--- src/rtl/fifo4_sync_if.sv ---
// rtl/fifo4_sync_if.sv - producer/consumer handshake bundle for fifo4_sync
//
// Purpose: groups the write/read strobes, write data, head data and status
//          of fifo4_sync so they can be passed as a single port.
// Optional: FIFO4_SYNC_ERR_EN adds the sticky overflow/underflow flags.
// Signals:
//   write, din   producer write strobe and data
//   read         consumer read strobe
//   dout         head entry (show-ahead)
//   full, empty  status derived from count
//   count        number of valid entries
//   overflow     sticky: write refused because the queue was full (FIFO4_SYNC_ERR_EN)
//   underflow    sticky: read refused because the queue was empty (FIFO4_SYNC_ERR_EN)
// Modports: master = user side, slave = queue side.
interface fifo4_sync_if #(
    parameter int DATA_WIDTH = 8,
    parameter int CNT_WIDTH  = 3
);
    logic                  write;
    logic [DATA_WIDTH-1:0] din;
    logic                  read;
    logic [DATA_WIDTH-1:0] dout;
    logic                  full;
    logic                  empty;
    logic [CNT_WIDTH-1:0]  count;
`ifdef FIFO4_SYNC_ERR_EN
    logic                  overflow;
    logic                  underflow;

    modport master (
        output write, din, read,
        input  dout, full, empty, count, overflow, underflow
    );

    modport slave (
        input  write, din, read,
        output dout, full, empty, count, overflow, underflow
    );
`else
    modport master (
        output write, din, read,
        input  dout, full, empty, count
    );

    modport slave (
        input  write, din, read,
        output dout, full, empty, count
    );
`endif
endinterface

--- src/rtl/fifo4_sync.sv ---
// rtl/fifo4_sync.sv - four-entry synchronous show-ahead FIFO
//
// Purpose: small single-clock decoupling queue between a producer issuing
//          write strobes and a consumer issuing read strobes.
// Optional: FIFO4_SYNC_ERR_EN adds sticky overflow/underflow outputs on bus.
// Ports:
//   clk   clock, all state updates on the rising edge
//   clrn  synchronous active-low reset (clears pointers, count and storage)
//   bus   fifo4_sync_if.slave: write/din/read in, dout/full/empty/count out
module fifo4_sync #(
    parameter int DATA_WIDTH = 8,
    parameter int DEPTH      = 4,
    parameter int CNT_WIDTH  = 3
) (
    input  logic          clk,
    input  logic          clrn,
    fifo4_sync_if.slave   bus
);

    localparam int PTR_W = $clog2(DEPTH);

    logic [DATA_WIDTH-1:0] mem [DEPTH];
    logic [PTR_W-1:0]      wp;
    logic [PTR_W-1:0]      rp;
    logic [CNT_WIDTH-1:0]  cnt;

    logic full_w;
    logic empty_w;
    logic wr_ok;
    logic rd_ok;

    assign full_w  = (cnt == CNT_WIDTH'(DEPTH));
    assign empty_w = (cnt == '0);

    // A concurrent read frees the head slot, so a full queue still accepts
    // the write. A read on an empty queue is never accepted, even when a
    // write lands in the same cycle (no bypass path).
    assign wr_ok = bus.write & (~full_w | bus.read);
    assign rd_ok = bus.read & ~empty_w;

    always_ff @(posedge clk) begin
        if (!clrn) begin
            wp  <= '0;
            rp  <= '0;
            cnt <= '0;
            for (int i = 0; i < DEPTH; i++) begin
                mem[i] <= '0;
            end
        end else begin
            if (wr_ok) begin
                mem[wp] <= bus.din;
                wp      <= wp + PTR_W'(1);
            end
            if (rd_ok) begin
                rp <= rp + PTR_W'(1);
            end
            if (wr_ok && !rd_ok) begin
                cnt <= cnt + CNT_WIDTH'(1);
            end else if (rd_ok && !wr_ok) begin
                cnt <= cnt - CNT_WIDTH'(1);
            end
        end
    end

    // Show-ahead: the head word is visible without a read strobe.
    assign bus.dout  = mem[rp];
    assign bus.full  = full_w;
    assign bus.empty = empty_w;
    assign bus.count = cnt;

`ifdef FIFO4_SYNC_ERR_EN
    logic ovf_q;
    logic unf_q;

    // Sticky until reset; raised on the refused operation only.
    always_ff @(posedge clk) begin
        if (!clrn) begin
            ovf_q <= 1'b0;
            unf_q <= 1'b0;
        end else begin
            if (bus.write && full_w && !bus.read) begin
                ovf_q <= 1'b1;
            end
            if (bus.read && empty_w) begin
                unf_q <= 1'b1;
            end
        end
    end

    assign bus.overflow  = ovf_q;
    assign bus.underflow = unf_q;
`endif

endmodule

--- src/flat_wrapper.sv ---
// flat-port wrapper written by rule: the top's interface ports become plain ports
module fifo4_sync_flat 
#(
    parameter int DATA_WIDTH = 8,
    parameter int DEPTH      = 4,
    parameter int CNT_WIDTH  = 3
)
  (clk, clrn, bus_write, bus_din, bus_read, bus_dout, bus_full, bus_empty, bus_count);
  fifo4_sync_if #(.DATA_WIDTH(DATA_WIDTH), .CNT_WIDTH(CNT_WIDTH)) bus_i ();
  input  logic clk;
  input  logic clrn;
  input wire logic [$bits(bus_i.write)-1:0] bus_write;
  input wire logic [$bits(bus_i.din)-1:0] bus_din;
  input wire logic [$bits(bus_i.read)-1:0] bus_read;
  output wire logic [$bits(bus_i.dout)-1:0] bus_dout;
  output wire logic [$bits(bus_i.full)-1:0] bus_full;
  output wire logic [$bits(bus_i.empty)-1:0] bus_empty;
  output wire logic [$bits(bus_i.count)-1:0] bus_count;
  assign bus_i.write = bus_write;
  assign bus_i.din = bus_din;
  assign bus_i.read = bus_read;
  assign bus_dout = bus_i.dout;
  assign bus_full = bus_i.full;
  assign bus_empty = bus_i.empty;
  assign bus_count = bus_i.count;
  fifo4_sync #(.DATA_WIDTH(DATA_WIDTH), .DEPTH(DEPTH), .CNT_WIDTH(CNT_WIDTH)) u_core (.clk(clk), .clrn(clrn), .bus(bus_i));
endmodule
--- config.mk ---
export PLATFORM = sky130hd
export DESIGN_NAME = fifo4_sync_flat
export DESIGN_NICKNAME = d
export VERILOG_FILES = /design/src/rtl/fifo4_sync_if.sv /design/src/rtl/fifo4_sync.sv /design/src/flat_wrapper.sv
export SDC_FILE = /design/constraint.sdc
export NUM_CORES = 1
export LEC_CHECK = 0
export CORE_ASPECT_RATIO = 2
export CORE_MARGIN = 4
export CORE_UTILIZATION = 55
export CTS_CLUSTER_DIAMETER = 200
export DETAILED_ROUTE_END_ITERATION = 8
export GPL_ROUTABILITY_DRIVEN = 0
export GPL_TIMING_DRIVEN = 0
export PLACE_DENSITY = 0.85
export RECOVER_POWER = 50
export SLEW_MARGIN = 20
export SYNTH_ARGS = -nofsm -noshare
export SYNTH_HDL_FRONTEND = slang
export SYNTH_SLANG_ARGS = --single-unit
export TNS_END_PERCENT = 10
--- constraint.sdc ---
create_clock -name clk -period 6 [get_ports clk]
set_clock_uncertainty 0.15 [all_clocks]
set_input_delay 0.9 -clock clk [delete_from_list [all_inputs] [get_ports clk]]
set_output_delay 0.9 -clock clk [all_outputs]
set_load 0.02 [all_outputs]
==> results.json, run 1 <==
{
  "outcome": "completed",
  "cts_setup_buffers": 0,
  "port_buffers": 24,
  "setup-tns-final_ns": 0,
  "synth_top_cells_by_area": "edfxtp_1 52%, dfxtp_1 9.8%, mux4_2 9.8%",
  "clock.fmax_ghz": 0.250,
  "dp_slack_ns": 2.46,
  "detailedPlacementHpwl_microns": 2670,
  "report.final.slew_viol_count": 0,
  "finalInstanceArea_sq_um": 2210,
  "core_sq_um": 3190,
  "power_leakage_uw": 0.000838,
  "placed_cell_area_sq_um": 2120,
  "routedWlPerCell_microns": 19.4,
  "syn_area_sq_um": 1830,
  "synth_edf_count": 32,
  "final_nets": 171,
  "synth_cell_type_count": 30,
  "htree_levels": 2,
  "fin_crit_ns": 4.01,
  "grt_usage": 0.193,
  "peakVddDrop_v": 0.000331,
  "vias": 1124,
  "tritoncts": "built",
  "synth_top_area_frac": 0.524,
  "finalPower_uw": 882,
  "async_flop_share": 0,
  "yosys_warnings": 0,
  "synth_cells": 126,
  "post_route_cells_drive_above_1_share": 0.120,
  "nFillCells": 235,
  "cts_resized": 0,
  "worst_pin_slew_ns": 1.38,
  "path_buf_inv": 4,
  "setup_viol": 0,
  "clockRootBuffer": "clkbuf_8",
  "synth_nets": 140,
  "hold_buffers": 0,
  "required_ns": 6.08,
  "setup_slack_ns": 1.99,
  "first_pass_iters": 3,
  "synth_common_cells": "32 x edfxtp_1, 24 x and2_1, 9 x dfxtp_1, 8 x and3_1, 8 x mux4_2",
  "path_class": "input port to flop",
  "finalWirelength_microns": 3670,
  "clock_sinks": 41,
  "antenna_cells": 0,
  "maxSlewHeadroom": 0.0713,
  "yosysTopAreaCell": "edfxtp_1",
  "synthFlopType": "edfxtp_1",
  "critPathTopFamily": "simple AND/OR/NAND/NOR gates",
  "cts_buffer_depth": 2,
  "ys_ff_latch": 41,
  "initial_core_util": 0.574,
  "cp_common_cell": "inv_1",
  "rows": 29,
  "die-width_microns": 48.8,
  "grt_pass1_vias": 1216,
  "worstPathMaxFanout": 10,
  "p_per_area_nw_per_um2": 400,
  "grt_antenna_before_repair": 0,
  "yosysSeqAreaShare": 0.623,
  "final_util": 0.691,
  "rsz0062_at_grt": "false",
  "cp_cell_sequence": "dlygate4sd3_1, nor4b_1, nand2b_1, inv_1, clkbuf_1, ha_1, inv_1, fa_1, xor2_1, or3_1, a21oi_1",
  "ios": 25,
  "cp-end-kind": "flop",
  "ant_nets": 0,
  "die_h_microns": 89.6,
  "grt_pass1_wl_microns": 6060,
  "route.detailed.drc": 0,
  "drv_cap": 0,
  "cp.arrival_ns": 4.09,
  "synth.most_common_cell": "edfxtp_1",
  "vias_per_cell": 5.95,
  "hold_viol": 0,
  "max_stage_delay_ns": 1.00,
  "drt_iter0_markers": 11,
  "slowest_stage": "nor4b_1",
  "fin_crit_sh": 0.668,
  "cts_buffers": 5,
  "grt_max_degree": 15,
  "die_area_sq_um": 4380,
  "grt_overflow_total": 0,
  "areaGrowthSynthToFinish_pct": 20.3,
  "insertion_delay_ns": 0.30,
  "clk_pin_slew_ns": 0.08,
  "avgSynthCellArea_sq_um": 14.5,
  "hold_class": "flop to flop",
  "startpoint_type": "input port"
}
-- metrics by stage --
step,hold WS (ns),std cells
after floorplan,0.335,126
after global placement,0.353,181
after detailed placement,0.372,181
after CTS,0.392,189
after global routing,0.450,189
final,0.391,189
-- final timing paths --
check	startpoint	slack (ns)	depth (start not counted)	endpoint
setup reg to reg	u_core.bus.count[0]	2.68	10	u_core.bus.count[2]
hold / removal	u_core.rp[0]	0.39	2	u_core.rp[0]
setup / recovery	bus_read	1.99	11	u_core.bus.count[2]
hold reg to reg	u_core.rp[0]	0.39	2	u_core.rp[0]
-- report_power, final --
group	internal (uW)	switching [uW]
clock network	108	97.7
logic	145	150
registers	349	31.8
-- cell families (layout without fill, tap and decap cells) --
| group | after synthesis | count (layout) | synth area share |
|---|---|---|---|
| buffers and inverters | 9 | 41 | 0.0205 |
| flip-flops | 41 | 41 | 0.623 |
| AND/OR/NAND/NOR | 50 | 50 | 0.175 |
| AO/OA/AOI/OAI | 11 | 11 | 0.0409 |
| adder cells (fa/ha/maj) | 2 | 2 | 0.0177 |
| XOR/XNOR | 4 | 4 | 0.0191 |
| multiplexers | 9 | 9 | 0.104 |
-- layer usage --
layer  part of all wire  up-vias  global-route usage
met2               0.58       25               0.345
met4              0.037        0               0.132
met5                  0        -                   0
met1               0.35      559               0.194
li1                   -      529                   -
met3              0.032       11              0.0463
-- worst register-to-register path: stages, from the launching register on --
cell	delay (ns)
dfxtp_1	0.41
nor4b_1	1.08
nand2b_1	0.25
inv_1	0.07
clkbuf_1	0.22
ha_1	0.28
inv_1	0.08
fa_1	0.17
xor2_1	0.08
or3_1	0.32
a21oi_1	0.15
-- state kept, by name (all words and copies together) (netlist names), named ones only --
register	flops
u_core.bus.count	3
u_core.mem	32
u_core.rp	2
u_core.wp	2
-- cells in the final DEF (no fill, tap or decap), drive strengths merged, types with 4 or more instances in the layout --
cell            n
edfxtp         32
and2           24
clkdlybuf4s50  20
dfxtp           9
mux4            8
and3            8
clkbuf          8
nor2            6
nand2b          4
inv             4
xor2            4
dlygate4sd3     4
-- area by class of cell --
class / count / area, sq um / area share
well taps: 31 / 38.8 / 0.0176
inverters: 4 / 15.0 / 0.00681
repair buffers: 24 / 240 / 0.109
clock inverters: 2 / 16.3 / 0.00737
plain buffers: 5 / 21.3 / 0.00964
flip-flops and latches: 41 / 1140 / 0.517
clock buffers: 6 / 93.8 / 0.0425
multi-input cells: 76 / 639 / 0.290
Note: power is estimated with default switching activity, not from simulation.
==> run 2, diff against run 1 <==
Settings changed: CORE_UTILIZATION 55 to 53, PLACE_DENSITY 0.85 to 0.82.
Clock period 6 ns to 3.8 ns, I/O delays scaled along.
==> run 2 against run 1 <==
Compared with the run above: via count up 1.5%; global-route usage decreased by 0.66 points; clock-buffer cell count shrank 1; wire length rose by 0.30%; setup slack worse by 1.2 ns; critical path type unchanged; critical endpoint unchanged; largest cell class unchanged; largest power group unchanged.
==> results.json, run 2 (synthesis results as in run 1) <==
{
  "drt_iter0_markers": 34,
  "largest_register": "u_core.mem",
  "grt_overflow_total": 0,
  "cts_resized": 0,
  "insertion_delay_ns": 0.30,
  "grt_antenna_before_repair": 0,
  "clk_pin_slew_ns": 0.08,
  "path_class": "input port to flop",
  "vias": 1141,
  "final_common_cell": "edfxtp_1",
  "worst_pin_slew_ns": 1.39,
  "grt_pass1_vias": 1232,
  "path_buf_inv": 4,
  "die-width_microns": 49.6,
  "power_leakage_uw": 0.000829,
  "post_route_cells_drive_above_1_share": 0.120,
  "cp_common_cell": "inv_1",
  "grt_pass1_wl_microns": 6110,
  "finalInstanceArea_sq_um": 2190,
  "antenna_cells": 0,
  "htree_levels": 2,
  "clockRootBuffer": "clkbuf_8",
  "port_buffers": 24,
  "max_stage_delay_ns": 0.59,
  "initial_core_util": 0.543,
  "drv_cap": 0,
  "rows": 30,
  "die_h_microns": 91.2,
  "cp-end-kind": "flop",
  "clock.fmax_ghz": 0.330,
  "hold_ws_ns": 0.383,
  "cp_cell_sequence": "dlygate4sd3_1, nor4b_4, nand2b_1, inv_1, buf_2, ha_1, inv_1, fa_1, xor2_1, or3_1, a21oi_1",
  "die_area_sq_um": 4520,
  "vias_per_cell": 6.01,
  "fin_crit_sh": 0.796,
  "core_sq_um": 3380,
  "layout_common_cells": "32 x edfxtp_1, 20 x clkdlybuf4s50_1, 17 x and2_0",
  "clock_sinks": 41,
  "finalWirelength_microns": 3680,
  "tritoncts": "built",
  "slowest_stage": "dlygate4sd3_1",
  "route.detailed.drc": 0,
  "cts_setup_buffers": 0,
  "grt_max_degree": 14,
  "report.final.slew_viol_count": 0,
  "hold_viol": 0,
  "ios": 25,
  "fin_crit_ns": 3.03,
  "ant_nets": 0,
  "largest_reg_flops": 32,
  "worstPathMaxFanout": 10,
  "setup-tns-final_ns": 0,
  "grt_usage": 0.186,
  "rsz0062_at_grt": "false",
  "final_nets": 171,
  "r2r_slack_ns": 1.08,
  "required_ns": 3.88,
  "placed_cell_area_sq_um": 2120,
  "startpoint_type": "input port",
  "routedWlPerCell_microns": 19.4,
  "hold_buffers": 0,
  "outcome": "completed",
  "maxSlewHeadroom": 0.0574,
  "first_pass_iters": 4,
  "p_per_area_nw_per_um2": 619,
  "hold_class": "flop to flop",
  "peakVddDrop_v": 0.000429,
  "cts_buffers": 5,
  "cts_buffer_depth": 2,
  "cp.arrival_ns": 3.11,
  "setup_viol": 0,
  "areaGrowthSynthToFinish_pct": 19.7,
  "critPathTopFamily": "buffers and inverters"
}
run 2: worst paths after layout:
path	start	end	cells past startpoint
worst max-delay path	bus_read	u_core.bus.count[2]	11
worst min-delay path	u_core.rp[0]	flop	2
worst max register to register	u_core.bus.count[0]	u_core.bus.count[2]	10
worst min register to register	u_core.rp[0]	flop	2
run 2: final cells by class:
class | count | area [sq um]
clock inverters | 3 | 17.5
fillers | 256 | 1180
flip-flops and latches | 41 | 1140
inverters | 4 | 15.0
repair buffers | 24 | 240
clock buffers | 5 | 68.8
plain buffers | 5 | 22.5
multi-input cells | 76 | 648
well taps | 32 | 40.0
run 2: worst min-delay path, delay by kind of cell (launching register included):
family	cells	cell delay, ns
flops	1	0.34
xor+xnor	1	0.08
simple gates	1	0.07
run 2: metrics by stage:
step                      power, uW  setup WS (ns)  utilization  cells
after floorplan                 903           1.30            -    126
after global placement         1070          0.725        0.626    182
after detailed placement       1100          0.590        0.629    182
after CTS                      1380          0.868        0.654    190
after global routing           1430          0.650        0.649    190
final                          1360          0.774        0.649    190
run 2: layer usage:
layer	up-vias	track usage	part of all wire
li1	526	-	-
met2	27	0.341	0.58
met4	0	0.102	0.027
met3	8	0.0460	0.031
met1	580	0.183	0.36
met5	-	0	0
run 2: report_power, final:
part | total [uW] | internal (uW) | switching (uW) | leakage (uW)
Sequential | 605 | 551 | 53.6 | 0.000409
Combinational | 474 | 235 | 239 | 0.000374
Clock | 278 | 127 | 151 | 0.0000455
Total | 1360 | 914 | 444 | 0.000829
==> run 3, diff against run 2 <==
Settings changed: CORE_UTILIZATION 53 to 48, PLACE_DENSITY 0.82 to 0.79.
Clock period 3.8 ns to 2.7 ns, I/O delays scaled along.
==> run 3 against run 2 <==
Compared with the run above: sequential power rose by 41%; critical path depth fell by 8; utilization fell by 3.1 points; hold slack improved by 0.0059 ns; register-to-register slack got worse by 0.79 ns; cell count rose by 8.9%; clock-buffer cell count rose by 1; largest cell class unchanged; largest power group unchanged.
==> results.json, run 3 (synthesis results as in run 1) <==
{
  "final_common_cell": "edfxtp_1",
  "insertion_delay_ns": 0.30,
  "pwr-share-clk": 0.241,
  "worstPathMaxFanout": 8,
  "peakVddDrop_v": 0.000617,
  "fin_crit_ns": 2.55,
  "vias_per_cell": 5.42,
  "slowest_stage": "mux4_2",
  "p_per_area_nw_per_um2": 879,
  "p_seq_frac": 0.429,
  "startpoint_type": "flop",
  "min_from": "u_core.rp[0]",
  "fin_crit_sh": 0.945,
  "finalPower_uw": 1980,
  "ant_nets": 0,
  "hold_depth": 2,
  "nFillCells": 301,
  "largest_register": "u_core.mem",
  "drv_cap": 0,
  "first_pass_iters": 4,
  "hold_class": "flop to flop",
  "die-width_microns": 51.7,
  "post_route_cells_drive_above_1_share": 0.139,
  "htree_levels": 2,
  "multi_input_area_sq_um": 668,
  "hold_buffers": 0,
  "port_buffers": 24,
  "grt_pass1_vias": 1205,
  "die_h_microns": 95.4,
  "cp_cell_sequence": "buf_2, mux4_2, clkdlybuf4s50_1",
  "ios": 25,
  "die_area_sq_um": 4930,
  "r2r_end": "u_core.bus.count[2]",
  "clk_pin_slew_ns": 0.07,
  "tritoncts": "built",
  "rsz0062_at_grt": "false",
  "finalWirelength_microns": 3590,
  "max_stage_delay_ns": 0.56,
  "antenna_cells": 0,
  "detailedPlacementHpwl_microns": 2640,
  "clockRootBuffer": "clkbuf_8",
  "setup_viol": 0,
  "cts_buffers": 5,
  "initial_core_util": 0.503,
  "routedWlPerCell_microns": 17.4,
  "largest_reg_flops": 32,
  "grt_antenna_before_repair": 0,
  "required_ns": 2.14,
  "final_nets": 171,
  "p_int_uw": 1380,
  "clock_sinks": 41,
  "hold_ws_ns": 0.389,
  "grt_pass1_wl_microns": 5850,
  "route.detailed.drc": 0,
  "path_class": "flop to primary output",
  "ff_latch_area_sq_um": 1140,
  "areaGrowthSynthToFinish_pct": 23.1,
  "hold_viol": 0,
  "comb_power_share": 0.329,
  "cts_buffer_depth": 2,
  "outcome": "completed",
  "report.final.slew_viol_count": 0,
  "grt_overflow_total": 0,
  "cp-end-kind": "primary output",
  "rows": 31,
  "vias": 1121,
  "core_sq_um": 3650,
  "layout_common_cells": "32 x edfxtp_1, 20 x clkdlybuf4s50_1, 18 x and2_1",
  "maxSlewHeadroom": 0.222,
  "worst_pin_slew_ns": 1.16,
  "reg2reg_from": "u_core.bus.count[0]",
  "cp.arrival_ns": 2.00,
  "drt_iter0_markers": 21,
  "grt_usage": 0.167,
  "clock.fmax_ghz": 0.392,
  "switching_power_uw": 608,
  "power_leakage_uw": 0.000847,
  "r2r_slack_ns": 0.29,
  "switching_share": 0.306,
  "r2r_cells": 9,
  "grt_max_degree": 13
}
## run 3: repair_timing
item | in CTS | in global routing
buffers inserted | 1 | 0
setup endpoints to repair | 1 | 1
gates resized for setup | 0 | 2
pin swaps | 1 | 0
cloned | 0 | 0
## run 3: worst max-delay path: cells and delay by family, from the launching register on
kind	cells	cell delay, ns
flip-flops	1	0.31
buffers and inverters	2	0.84
multiplexers	1	0.56
## run 3: layout make-up
type | count | area share
sequential | 41 | 0.506
multi-input combinational | 76 | 0.296
timing repair buffer | 25 | 0.108
clock buffer | 6 | 0.0322
tap | 49 | 0.0272
clock inverter | 2 | 0.0150
buffer | 4 | 0.00776
inverter | 4 | 0.00776
## run 3: worst max path at each step
stage	end	startpoint	slack (ns)	depth (start not counted)
floorplan	u_core.bus.count[2]	u_core.bus.count[0]	0.20	10
global placement	u_core.bus.count[2]	bus_read	-0.22	11
CTS	u_core.bus.count[2]	bus_read	0.05	11
global route	u_core.bus.count[2]	bus_read	0.02	10
finish	bus_dout[0]	flop	0.15	3
detailed placement	u_core.bus.count[2]	bus_read	-0.33	11
## run 3: power by group through the flow
stage / registers, uW / logic [uW] / clock network [uW]
after detailed placement: 866 / 669 / 0
after global routing: 865 / 706 / 502
after global placement: 855 / 648 / 0
after floorplan: 871 / 400 / 0
after CTS: 852 / 676 / 481
final: 851 / 653 / 479
## run 3: layer usage
layer	up-vias	global-route usage	part of all wire
met1	544	0.183	0.35
met4	0	0.0919	0.027
li1	530	-	-
met3	7	0.0297	0.038
met2	40	0.297	0.58
met5	-	0	0
## run 3: metrics by stage
step | instances | utilization | setup TNS (ns) | setup WS [ns] | area, sq um
CTS | 208 | 0.620 | 0 | 0.0522 | 2260
finish | 207 | 0.619 | 0 | 0.148 | 2260
global route | 207 | 0.619 | 0 | 0.0213 | 2260
floorplan | 126 | - | 0 | 0.205 | 1830
global placement | 199 | 0.585 | -1.21 | -0.224 | 2130
detailed placement | 199 | 0.589 | -1.04 | -0.329 | 2150
